[src/rtl/string_hw_pkg.sv]
// Shared types, constants and character-class helpers for the
// string engine and its per-character lane.
package string_hw_pkg;

   typedef enum logic [2:0] {
      OP_CMP    = 3'd0,
      OP_UPPER  = 3'd1,
      OP_LOWER  = 3'd2,
      OP_REV    = 3'd3,
      OP_TOGGLE = 3'd4,
      OP_COUNT  = 3'd5
   } op_t;

   typedef enum logic [1:0] {
      S_IDLE,
      S_LEN,
      S_RUN,
      S_DONE
   } state_t;

   localparam logic [7:0] NUL        = 8'h00;
   localparam logic [7:0] CASE_DELTA = 8'h20;

   function automatic logic is_upper(input logic [7:0] c);
      return (c >= 8'h41) && (c <= 8'h5A);
   endfunction

   function automatic logic is_lower(input logic [7:0] c);
      return (c >= 8'h61) && (c <= 8'h7A);
   endfunction

endpackage

[src/rtl/string_hw_lane.sv]
// Combinational single-character unit: case transform, equality
// against the compare string and match against the search character.
module string_hw_lane
   import string_hw_pkg::*;
(
   input  op_t        op,
   input  logic [7:0] a,
   input  logic [7:0] b,
   input  logic [7:0] b0,
   input  logic       valid,
   output logic [7:0] y,
   output logic       eq,
   output logic       match
);

   always_comb begin
      y = a;
      case (op)
         OP_UPPER: begin
            if (is_lower(a)) y = a - CASE_DELTA;
         end
         OP_LOWER: begin
            if (is_upper(a)) y = a + CASE_DELTA;
         end
         OP_TOGGLE: begin
            if (is_lower(a))      y = a - CASE_DELTA;
            else if (is_upper(a)) y = a + CASE_DELTA;
         end
         default: y = a;
      endcase
   end

   assign eq    = (a == b);
   assign match = valid && (b0 != NUL) && (a == b0);

endmodule

[src/rtl/string_hw_engine.sv]
// Multi-operation string accelerator: LANES characters per cycle,
// fixed latency, registered done/busy/error/Result.
module string_hw_engine
   import string_hw_pkg::*;
#(
   parameter  int MAX_BLOCKS = 2,
   parameter  int LANES      = 4,
   localparam int NUM_CHARS  = 4 * MAX_BLOCKS
) (
   input  logic                        clk,
   input  logic                        reset,
   input  logic                        go,
   input  logic [2:0]                  index,
   input  logic [0:NUM_CHARS-1][7:0]   A,
   input  logic [0:NUM_CHARS-1][7:0]   B,
   output logic                        done,
   output logic                        busy,
   output logic                        error,
   output logic [0:NUM_CHARS-1][7:0]   Result
);

   localparam int P     = NUM_CHARS / LANES;
   localparam int IDX_W = $clog2(NUM_CHARS);
   localparam int LEN_W = $clog2(NUM_CHARS + 1);

   if ((NUM_CHARS % LANES) != 0) begin : g_lanes_chk
      $error("LANES must divide NUM_CHARS");
   end

   state_t                      state_q, state_d;
   op_t                         op_q, op_d;
   logic [0:NUM_CHARS-1][7:0]   a_q, a_d, b_q, b_d;
   logic [0:NUM_CHARS-1][7:0]   result_q, result_d;
   logic [LEN_W-1:0]            len_q, len_d;
   logic [LEN_W-1:0]            count_q, count_d;
   logic [IDX_W-1:0]            cnt_q, cnt_d;
   logic                        nul_seen_q, nul_seen_d;
   logic                        mismatch_q, mismatch_d;
   logic                        done_q, done_d;
   logic                        busy_q, busy_d;
   logic                        error_q, error_d;

   logic [IDX_W-1:0]              base;
   logic [LANES-1:0][IDX_W-1:0]   ch_idx, rev_src;
   logic [LANES-1:0][7:0]         ch_a, ch_b, ch_y;
   logic [LANES-1:0]              ch_nul, ch_le, ch_lt;
   logic [LANES-1:0]              ch_eq, ch_match, rev_ok;

   assign base = IDX_W'(cnt_q * LANES);

   // ch_le: index <= len(A), ch_lt: index < len(A), tracked across chunks
   always_comb begin
      logic seen;
      seen = nul_seen_q;
      for (int k = 0; k < LANES; k++) begin
         ch_idx[k]  = base + IDX_W'(k);
         ch_a[k]    = a_q[ch_idx[k]];
         ch_b[k]    = b_q[ch_idx[k]];
         ch_nul[k]  = (ch_a[k] == NUL);
         ch_le[k]   = !seen;
         seen       = seen | ch_nul[k];
         ch_lt[k]   = !seen;
         rev_ok[k]  = LEN_W'(ch_idx[k]) < len_q;
         rev_src[k] = IDX_W'(len_q - LEN_W'(1) - LEN_W'(ch_idx[k]));
      end
   end

   for (genvar k = 0; k < LANES; k++) begin : g_lane
      string_hw_lane u_lane (
         .op    (op_q),
         .a     (ch_a[k]),
         .b     (ch_b[k]),
         .b0    (b_q[0]),
         .valid (ch_lt[k]),
         .y     (ch_y[k]),
         .eq    (ch_eq[k]),
         .match (ch_match[k])
      );
   end

   always_comb begin
      state_d    = state_q;
      op_d       = op_q;
      a_d        = a_q;
      b_d        = b_q;
      result_d   = result_q;
      len_d      = len_q;
      count_d    = count_q;
      cnt_d      = cnt_q;
      nul_seen_d = nul_seen_q;
      mismatch_d = mismatch_q;
      error_d    = error_q;
      done_d     = (state_q == S_DONE);

      case (state_q)
         S_IDLE: begin
            if (go) begin
               a_d        = A;
               b_d        = B;
               result_d   = '0;
               error_d    = 1'b0;
               cnt_d      = '0;
               len_d      = LEN_W'(NUM_CHARS);
               count_d    = '0;
               nul_seen_d = 1'b0;
               mismatch_d = 1'b0;
               if (index > 3'd5) begin
                  error_d = 1'b1;
                  state_d = S_DONE;
               end else begin
                  op_d    = op_t'(index);
                  state_d = (op_t'(index) == OP_REV) ? S_LEN : S_RUN;
               end
            end
         end

         S_LEN: begin
            for (int k = 0; k < LANES; k++) begin
               if (ch_nul[k] && (len_d == LEN_W'(NUM_CHARS)))
                  len_d = LEN_W'(ch_idx[k]);
            end
            if (cnt_q == IDX_W'(P - 1)) begin
               cnt_d   = '0;
               state_d = S_RUN;
            end else begin
               cnt_d = cnt_q + 1'b1;
            end
         end

         S_RUN: begin
            nul_seen_d = nul_seen_q | (|ch_nul);
            for (int k = 0; k < LANES; k++) begin
               if (ch_le[k] && !ch_eq[k]) mismatch_d = 1'b1;
               count_d = count_d + LEN_W'(ch_match[k]);
            end
            case (op_q)
               OP_UPPER, OP_LOWER, OP_TOGGLE: begin
                  for (int k = 0; k < LANES; k++)
                     result_d[ch_idx[k]] = ch_y[k];
               end
               OP_REV: begin
                  for (int k = 0; k < LANES; k++)
                     result_d[ch_idx[k]] = rev_ok[k] ? a_q[rev_src[k]] : NUL;
               end
               default: ;
            endcase
            if (cnt_q == IDX_W'(P - 1)) begin
               cnt_d   = '0;
               state_d = S_DONE;
               if (op_q == OP_CMP)
                  result_d = {{(8*NUM_CHARS-1){1'b0}}, !mismatch_d};
               else if (op_q == OP_COUNT)
                  result_d = {{(8*NUM_CHARS-LEN_W){1'b0}}, count_d};
            end else begin
               cnt_d = cnt_q + 1'b1;
            end
         end

         S_DONE: begin
            if (!go) state_d = S_IDLE;
         end

         default: state_d = S_IDLE;
      endcase

      busy_d = (state_d == S_LEN) || (state_d == S_RUN);
   end

   always_ff @(posedge clk or negedge reset) begin
      if (!reset) begin
         state_q    <= S_IDLE;
         op_q       <= OP_CMP;
         a_q        <= '0;
         b_q        <= '0;
         result_q   <= '0;
         len_q      <= '0;
         count_q    <= '0;
         cnt_q      <= '0;
         nul_seen_q <= 1'b0;
         mismatch_q <= 1'b0;
         done_q     <= 1'b0;
         busy_q     <= 1'b0;
         error_q    <= 1'b0;
      end else begin
         state_q    <= state_d;
         op_q       <= op_d;
         a_q        <= a_d;
         b_q        <= b_d;
         result_q   <= result_d;
         len_q      <= len_d;
         count_q    <= count_d;
         cnt_q      <= cnt_d;
         nul_seen_q <= nul_seen_d;
         mismatch_q <= mismatch_d;
         done_q     <= done_d;
         busy_q     <= busy_d;
         error_q    <= error_d;
      end
   end

   assign done   = done_q;
   assign busy   = busy_q;
   assign error  = error_q;
   assign Result = result_q;

endmodule
[config.mk]
export PLATFORM = sky130hd
export DESIGN_NAME = string_hw_engine
export DESIGN_NICKNAME = d
export VERILOG_FILES = /design/src/rtl/string_hw_pkg.sv /design/src/rtl/string_hw_lane.sv /design/src/rtl/string_hw_engine.sv
export SDC_FILE = /design/constraint.sdc
export NUM_CORES = 1
export LEC_CHECK = 0
export CORE_AREA = 4 4 160 162
export CTS_CLUSTER_SIZE = 12
export DETAILED_ROUTE_END_ITERATION = 16
export DIE_AREA = 0 0 164 166
export PLACE_DENSITY = 0.84
export SYNTH_ARGS = -nofsm -noshare
export SYNTH_HDL_FRONTEND = slang
export SYNTH_SLANG_ARGS = --single-unit
[constraint.sdc]
create_clock -name clk -period 8.02 [get_ports clk]
set_input_delay 1.604 -clock clk [delete_from_list [all_inputs] [get_ports clk]]
set_output_delay 1.604 -clock clk [all_outputs]
set_load 0.005 [all_outputs]
# Yosys cells after proc, flatten, opt, wreduce, memory -nomap -nowiden
# Index checks and enable logic that the tools add are counted.
word_totals:
  latchBits: 0
  mem_count: 0
  inputBits: 134
  mem_bits_rw: 0
  rom_bits: 0
  register_bits: 213
op_classes:
  reduce_logical: 57
  muxes: 108
  eq_ne: 25
  mul: 0
  n_shift: 0
  add_sub_neg: 21
  n_div: 0
  n_lt_le_gt_ge: 33
  bitwise_logic: 14
ops:
  columns: ["cell", "n"]
  rows:
  - ["$bwmux 64", 8]
  - ["$mux 8", 44]
  - ["$bmux 8 s3", 12]
  - ["$mux 64", 4]
  - ["$pmux 64 s2", 2]
  - ["$demux 8 s3", 4]
  - ["$pmux 8 s3", 4]
  - ["$eq 8x8->1", 8]
  - ["$ge 8x7->1 const B", 8]
  - ["$le 8x7->1 const B", 8]
  - ["$mux 4", 9]
  - ["$add 8x6->8 const B", 4]
  - ["$ge 4x4->1 const B", 8]
  - ["$logic_not 8->1", 4]
  - ["$not 3->4", 8]
  - ["$sub 8x6->8 const B", 4]
  - ["$logic_and 1x1->1", 28]
  - ["$add 4x1->4", 4]
  - ["$eq 4x4->1 const B", 4]
  - ["$lt 3x4->1", 4]
  - ["$lt 4x1->1 const B", 4]
  - ["$pmux 4 s2", 2]
  - ["$mux 2", 6]
  - ["$sub 3x3->3", 4]
  - ["other kinds (28)", 63]

# Logic depth before layout (Yosys ltp)
depth:
  ltp_word: 20
  depth_mapped: 21

# Modules after synthesis
# A second synthesis with hierarchy kept.
unflattened:
  hier_cells: 1441
  area_unflattened_um2: 15033.2
by_module_without_submodules:
  columns: ["mod", "seq_area_each_um2", "cells_each", "instances", "area_each_um2"]
  rows:
  - ["string_hw_engine", 5330.1, 1083, 1, 12612.1]
  - ["string_hw_lane (g_lane[0].u_lane ...)", 0.0, 90, 3, 608.1]
  - ["string_hw_lane (g_lane[3].u_lane)", 0.0, 88, 1, 596.8]

# Worst setup path after synthesis
# No wires, ideal clock.
synth_path:
  path_type: "reg2reg"
  startpoint: "register cnt_q[0]"
  endpoint: "register result_q, in the netlist Result[2]"
  path_stages_with_launch: 20
  required_time_ns: 7.879
  arrival_time_ns: 4.196
  setup_ns: 0.141
  setup_slack_ns: 3.683
  path_cell_list: "dfrtp_1 > buf_6 > buf_12 > buf_6 > buf_6 > buf_2 > mux2i_1 > xnor2_1 > nor4_1 > nand4_1 > or4_1 > fa_1 > inv_1 > fa_1 > fa_1 > xor2_1 > o21ai_0 > nor2_1 > o21ai_0 > o221ai_1"
synth_via:
  elab_chain_len: 18
  elab_cells_between_ends: 157
  classes_between: "add/sub (19); order compare (28); eq/ne (5); mux (65); bitwise (12); reduce/logical (28)"
synth_rtl:
  columns: ["item", "line_no", "rtl"]
  rows:
  - ["start: declaration", "string_hw_engine.sv:36", "logic [IDX_W-1:0] cnt_q, cnt_d;"]
  - ["start signal: assignment", "string_hw_engine.sv:192", "cnt_q <= cnt_d;"]
  - ["branches (longest 16 deep; another with $add 4x1->4)", null, null]
  - ["$mux 64 *", "string_hw_engine.sv:147", "if (cnt_q == IDX_W'(P - 1)) begin"]
  - ["$pmux 64 s2 *", "string_hw_engine.sv:95", "case (state_q)"]
  - ["end signal: assignment", "string_hw_engine.sv:189", "result_q <= result_d;"]
  - ["end: declaration", "string_hw_engine.sv:33", "logic [0:NUM_CHARS-1][7:0] result_q, result_d;"]
# Mark *: on every way between the ends. The select of a mux whose other input is x is not followed.
# A chain may end at the register's enable or synchronous reset.

# Worst setup path in the final report
# Same ends and word-level chain as after synthesis.

==> metrics.txt <==
unrepaired setup endpoints after global routing no; pre-CTS setup slack about 3300 ps; area grow syn2layout 18.8%; initial antenna violation count 0; most frequent cell after synthesis dfrtp_1; drt initial violations 1460; asr flop ratio synth 1.00; final wirelength about 46 mm; vias in the first global route between 10000 and 15000; CP max stage cell dfrtp_4; Power Dens Cells 448 nW/um^2; Post-synth EDFFs 0; H-tree depth 1; detailed placement HPWL 33.5 mm; P_int around 0.0040 W; Fin. Hold Viols 0; post-synthesis cell area between 10000 and 15000 sq um; Startpoint Class register; Synth top cells by count dfrtp_1 (213), mux2_2 (130), nand2_1 (107); area leader, netlist dfrtp_1; DIE AREA ~27000 sq um; final period utilization 0.615; Flop pwr share 0.334; Worst EP arrival 5320 ps; Final Wtd Congestion roughly 1.0; hold crit path type register to register; crit-path max cell delay 760 ps; layout cell share with drive strength beyond 1 0.182; clk root buf clkbuf_16; Setup CP Type register to register; ANT cells 0; I/O pin cnt between 200 and 250; clock sinks around 210; Max-Cap Viols 0; Worst EP required 8410 ps; post-synth top area share 0.378; Max Slew Vio Count 0; Initial Util 0.584; post-synthesis register bit count 213; register area share after synthesis 0.378; most area-consuming cells after synthesis dfrtp_1 (38%), mux2_2 (10%), mux4_2 (9.3%), mux2i_1 (3.6%), xor2_1 (3.5%); number of CTS-inserted buffers 23; vias per inst 6.64; maximum VDD drop ~0.27 mV; DRT antenna net count 0; largest net degree at the start of global routing 88; Comb pwr share 0.531; first-pass GRT wire length around 70 mm; post-CTS setup buffers 0; YS warnings 0; Syn Inst Count between 1000 and 1500; drt wl/cell 26.0 um; CTS resizes 0; Mean Syn Cell Area 10.7 sq um; row count 57; clock skew 17.0 ps; Setup TNS Final 0 ps; I/O Buffers 200; crit-path max FO between 60 and 70; Max Freq 0.203 GHz; switching share of power 0.465; top_reg_cell synth dfrtp_1; Final min period about 4900 ps; gr usage total 0.334; Worst slew margin 0.166; CP cell instances inv_2, or3_4, a211oi_2, a211oi_1, nand2_1, a21oi_1, nand3_1, fa_1, inv_1, fa_1, fa_1, xor2_1, o21ai_0, nor2_1, o21ai_0, o221ai_1; clock power share 0.135; Max Buffers Root-to-Sink 3; TritonCTS clock tree done; Final setup viols 0; Leakage around 6.6 nW; Syn Nets approximately 1500; die width approximately 160 um; synth unique cells 84; Reg clk slew, reported paths 60 ps; Most common cell on crit path fa_1; via count approximately 12000; status complete, no violations; worst skew pair latency 520 ps; remaining global-route overflow 0; First-pass DRT Iterations 5; worst-margin pin slew 1240 ps; fin nets around 1600; Residual DRC 0; chip height ~170 um; P_sw roughly 0.0035 W; final worst slack 3080 ps; Core ar. roughly 24000 sq um; cts-stage hold buffer count 0; Worst Setup End Kind register
==> sequential cells by signal, indices dropped and copies added, names as in the netlist <==
register	flops
Result	64
a_q	64
b_q	64
count_q	4
len_q	4
cnt_q	3
op_q	3
state_q	2
busy	1
done	1
error	1
mismatch_q	1
nul_seen_q	1
==> path summary, 6_finish.rpt <==
| path | to | slack, ps | cells after the start | start |
|---|---|---|---|---|
| worst max register to register | Result[2] | 3080 | 16 | cnt_q[0] |
| worst min register to register | Result[58] | 480 | 2 | Result[58] |
| worst min-delay path | Result[58] | 480 | 2 | Result[58] |
| max in group asynchronous | cnt_q[0] | 5440 | 2 | reset |
| worst max-delay path | Result[2] | 3080 | 16 | cnt_q[0] |
| min in group asynchronous | b_q[16] | 1100 | 1 | reset |
==> stage by stage <==
step / cells / hold slack (ps) / instance area (sq um) / utilization / total power (W)
2_1_floorplan: 1318 / 470 / 14100 / - / 0.00502
3_3_place_gp: 1738 / 465 / 16000 / 0.665 / 0.00624
3_5_place_dp: 1738 / 473 / 16000 / 0.665 / 0.00635
4_1_cts: 1775 / 487 / 16700 / 0.694 / 0.00739
5_1_grt: 1775 / 505 / 16700 / 0.694 / 0.00788
6_report: 1775 / 482 / 16700 / 0.694 / 0.00751
==> power by group through the flow <==
stage	registers (W)	clock network (W)	logic (W)
after CTS	0.00245	0.00102	0.00392
after global routing	0.00253	0.00107	0.00429
final	0.00251	0.00101	0.00399
after global placement	0.00244	0	0.00380
after detailed placement	0.00247	0	0.00388
after floorplan	0.00179	0	0.00323
==> cells in the final DEF (no fill, tap or decap), types with 9 or more instances in the layout <==
cell type and n:
mux4_2 58, ha_1 20, buf_4 19, o22ai_1 9, a21oi_1 73, nor2_1 51
clkdlybuf4s50_1 199, nor3_1 26, o21ai_0 88, a22o_1 20, dfrtp_1 211, o21ai_1 10
nand2_1 106, a31oi_1 11, nor4_1 18, clkbuf_16 23, mux2_2 130, inv_1 25
xor2_1 57, nand4_1 18, o211ai_1 9, nand3_1 13, xnor2_1 45, mux2i_1 51
==> layer usage <==
layer  global-route usage  vias up  share of wire
met2                0.532      701           0.47
met4                0.106        0          0.037
met5                    0        -              0
met1                0.463     5878           0.40
li1                     -     5086              -
met3               0.0660      127          0.094
==> final cells by class <==
type | count | area (sq um)
Fill cell | 1803 | 7370
Clock inverter | 3 | 42.5
Inverter | 28 | 105
Timing Repair Buffer | 219 | 2150
Tap cell | 324 | 405
Clock buffer | 34 | 657
Multi-Input combinational cell | 954 | 8040
Sequential cell | 213 | 5340
==> critical path: cells and delay by family (launching register included) <==
kind,cells,cell delay [ps]
XOR/XNOR,1,180
AO/OA/AOI/OAI,6,1190
AND/OR/NAND/NOR,4,620
buffers and inverters,2,570
adder cells (fa/ha/maj),3,1430
flip-flops,1,760
==> logic make-up after synthesis <==
logic type	after synthesis	synth area share
AND/OR/NAND/NOR	294	0.106
AO/OA/AOI/OAI	288	0.132
multiplexers	243	0.240
flip-flops	213	0.378
buffers and inverters	151	0.0511
XOR/XNOR	105	0.0693
adder cells (fa/ha/maj)	24	0.0229
(Power assumes the default switching activity.)
==> RTL change, RTL diff (same settings) <==
Encoding of `state_t`: now Gray code (2 bits for 4 states).
--- a/src/rtl/string_hw_pkg.sv
+++ b/src/rtl/string_hw_pkg.sv
@@ -13,8 +13,8 @@
 
    typedef enum logic [1:0] {
-      S_IDLE,
-      S_LEN,
-      S_RUN,
-      S_DONE
+      S_IDLE = 2'b00,
+      S_LEN  = 2'b01,
+      S_RUN  = 2'b11,
+      S_DONE = 2'b10
    } state_t;
 
Behaviour: same outputs for any inputs over 4 cycles, from zero or initial values and one cycle with reset low; so few cycles prove little.
==> RTL change against the original RTL <==
Sequential power shrank 5%; critical endpoint unchanged; largest cell class unchanged; maximum frequency rose by 2.1%; global-route usage rose by 0.95 points; critical path depth fell by 1; wire length up 2.4%; design area is 0.49% lower; worst setup slack improved by 0.10 ns; area after synthesis decreased by 0.62%; power up 8.5%; sequential cell count is 1 lower.
==> RTL change: results (changes against the original RTL) <==
----------------------------------------------------
[Outcome]
  Status ... finished, final reports clean

[Logic synthesis]
  Largest cells by area after synthesis ... sky130_fd_sc_hd__dfrtp_1 38%, sky130_fd_sc_hd__nand2_1 13%, sky130_fd_sc_hd__mux2i_1 7.6%
  Synthesized area per cell ... 8.58 um^2 (-20%)
  Top cells by count, synth ... 490 x sky130_fd_sc_hd__nand2_1, 212 x sky130_fd_sc_hd__dfrtp_1, 106 x sky130_fd_sc_hd__mux2i_1
  Unique cell type count in the Yosys netlist ... 90 (+7.1%)

[Placed design]
  Final estimated routing congestion in global placement ... 1.00 (-4.1%)
  Post-placement worst setup slack ... 3.30 ns (+0.0512 ns)
  Number of instances in the placed design ... 2036 (+17%)
  Half-perimeter wire length after detailed placement ... 34.6 mm (+3.5%)
  Post-place instance area ... 16000 um^2 (-0.41%)

[Route]
  Total number of vias ... 12900 (+9.5%)
  WL/cell ... 22.8 um (-12%)
  WL met2 ... 21.5 mm (-0.32%)
  Met3 routed wirelength ... 4.52 mm (+3.9%)
  Met1 wire length ... 18.8 mm (+1.8%)

[Cells and area]
  Final cell utilization of the core ... 0.691 (-0.00337)
  Clkbuf count ... 31 (-8.8%)
  Seq Cell Count ... 212 (-0.47%)
  Net count reported at finish ... 1891 (+18%)
  Non-clk buf share ... 0.130 (+0.00123)
  Number of non-clock inverters in the layout ... 27 (-3.6%)
  Multi-Input Combinational ... 1256 (+32%)
  Fraction of final layout cells sized beyond drive strength 1 ... 0.0681 (-0.114)
  Sequential fraction of total cell area ... 0.319 (about the same)
  Number of non-clock buffers in the layout ... 217 (-0.91%)
  Area fraction of clock buffers and clock inverters ... 0.0410 (-0.000772)
  Total area of multi-input combinational cells ... 7980 um^2 (-0.73%)
  Number of fill cells in the layout ... 1937 (+7.4%)

[Power and ir drop]
  Switching power ... 3.96 mW (+13%)
  Leakage ... 7.17 nW (+7.8%)

[STA]
  Least-Margin Pin Slew ... 1.21 ns (-0.0274 ns)

[GRT]
  Global routing met3 resource utilization ... 0.0635 (-0.00248)
  Wire length of the first global-routing pass ... 73.0 mm (+3.7%)
  Vias in the first global route ... 12600 (+7.1%)
  Largest net degree at the start of global routing ... 117 (+33%)

[Setup path]
  Worst R2R Setup Slack ... 3.19 ns (+0.10 ns)
  Largest stage delay, worst path ... 0.83 ns (+0.07 ns)
  Worst R2R Path Depth ... 15 (-1)

----------------------------------------------------
RTL change: cell count changes in the layout (fill, tap and decap cells not counted), sizes merged, moves of 13 or more:
| cell | before | now |
|---|---|---|
| nand2 | 107 | 491 |
| mux2 | 130 | 11 |
| mux2i | 51 | 108 |
| xor2 | 57 | 24 |
| mux4 | 62 | 30 |
| a21oi | 73 | 93 |
| xnor2 | 47 | 66 |
| nor2b | 8 | 21 |
RTL change: power groups by stage:
stage                     registers, mW  clock network (mW)  logic [mW]
after global routing               2.42                1.06        5.15
after detailed placement           2.37                   0        4.65
after floorplan                    1.77                   0        3.74
after CTS                          2.35                1.00        4.68
after global placement             2.35                   0        4.56
final                              2.39               0.994        4.76
RTL change: kinds of logic (layout without fill, tap and decap cells):
kind of cell | after synthesis | in the layout | synth area share
buffers and inverters | 163 | 280 | 0.0526
AOI/OAI and AO/OA | 317 | 317 | 0.148
and+or+nand+nor | 679 | 679 | 0.206
DFF | 212 | 212 | 0.379
muxes | 149 | 149 | 0.136
adders and majority gates | 20 | 20 | 0.0195
xor gates and xnor gates | 91 | 91 | 0.0596
RTL change: worst min-delay path by stage:
| stage | startpoint | cells after the start | to | slack, ns |
|---|---|---|---|---|
| after floorplan | b_q[37]$_DFFE_PN0P_ | 2 | b_q[37]$_DFFE_PN0P_ | 0.44 |
| after global placement | b_q[53]$_DFFE_PN0P_ | 2 | b_q[53]$_DFFE_PN0P_ | 0.46 |
| after detailed placement | b_q[46]$_DFFE_PN0P_ | 2 | b_q[46]$_DFFE_PN0P_ | 0.46 |
| after CTS | b_q[46]$_DFFE_PN0P_ | 2 | b_q[46]$_DFFE_PN0P_ | 0.48 |
| final | b_q[46]$_DFFE_PN0P_ | 2 | b_q[46]$_DFFE_PN0P_ | 0.47 |
| after global routing | b_q[46]$_DFFE_PN0P_ | 2 | b_q[46]$_DFFE_PN0P_ | 0.49 |
RTL change: worst reg2reg max path: stages, from the launching register on:
cell and delay (ns):
sky130_fd_sc_hd__dfrtp_4 0.83, sky130_fd_sc_hd__buf_12 0.39, sky130_fd_sc_hd__mux2i_1 0.34, sky130_fd_sc_hd__inv_1 0.24
sky130_fd_sc_hd__a21oi_1 0.10, sky130_fd_sc_hd__a21oi_1 0.26, sky130_fd_sc_hd__o221a_1 0.33, sky130_fd_sc_hd__nand4_1 0.14
sky130_fd_sc_hd__fa_1 0.51, sky130_fd_sc_hd__inv_1 0.05, sky130_fd_sc_hd__fa_1 0.53, sky130_fd_sc_hd__fa_1 0.46
sky130_fd_sc_hd__xnor2_1 0.17, sky130_fd_sc_hd__nand2_1 0.09, sky130_fd_sc_hd__a31oi_1 0.17, sky130_fd_sc_hd__o22ai_1 0.10
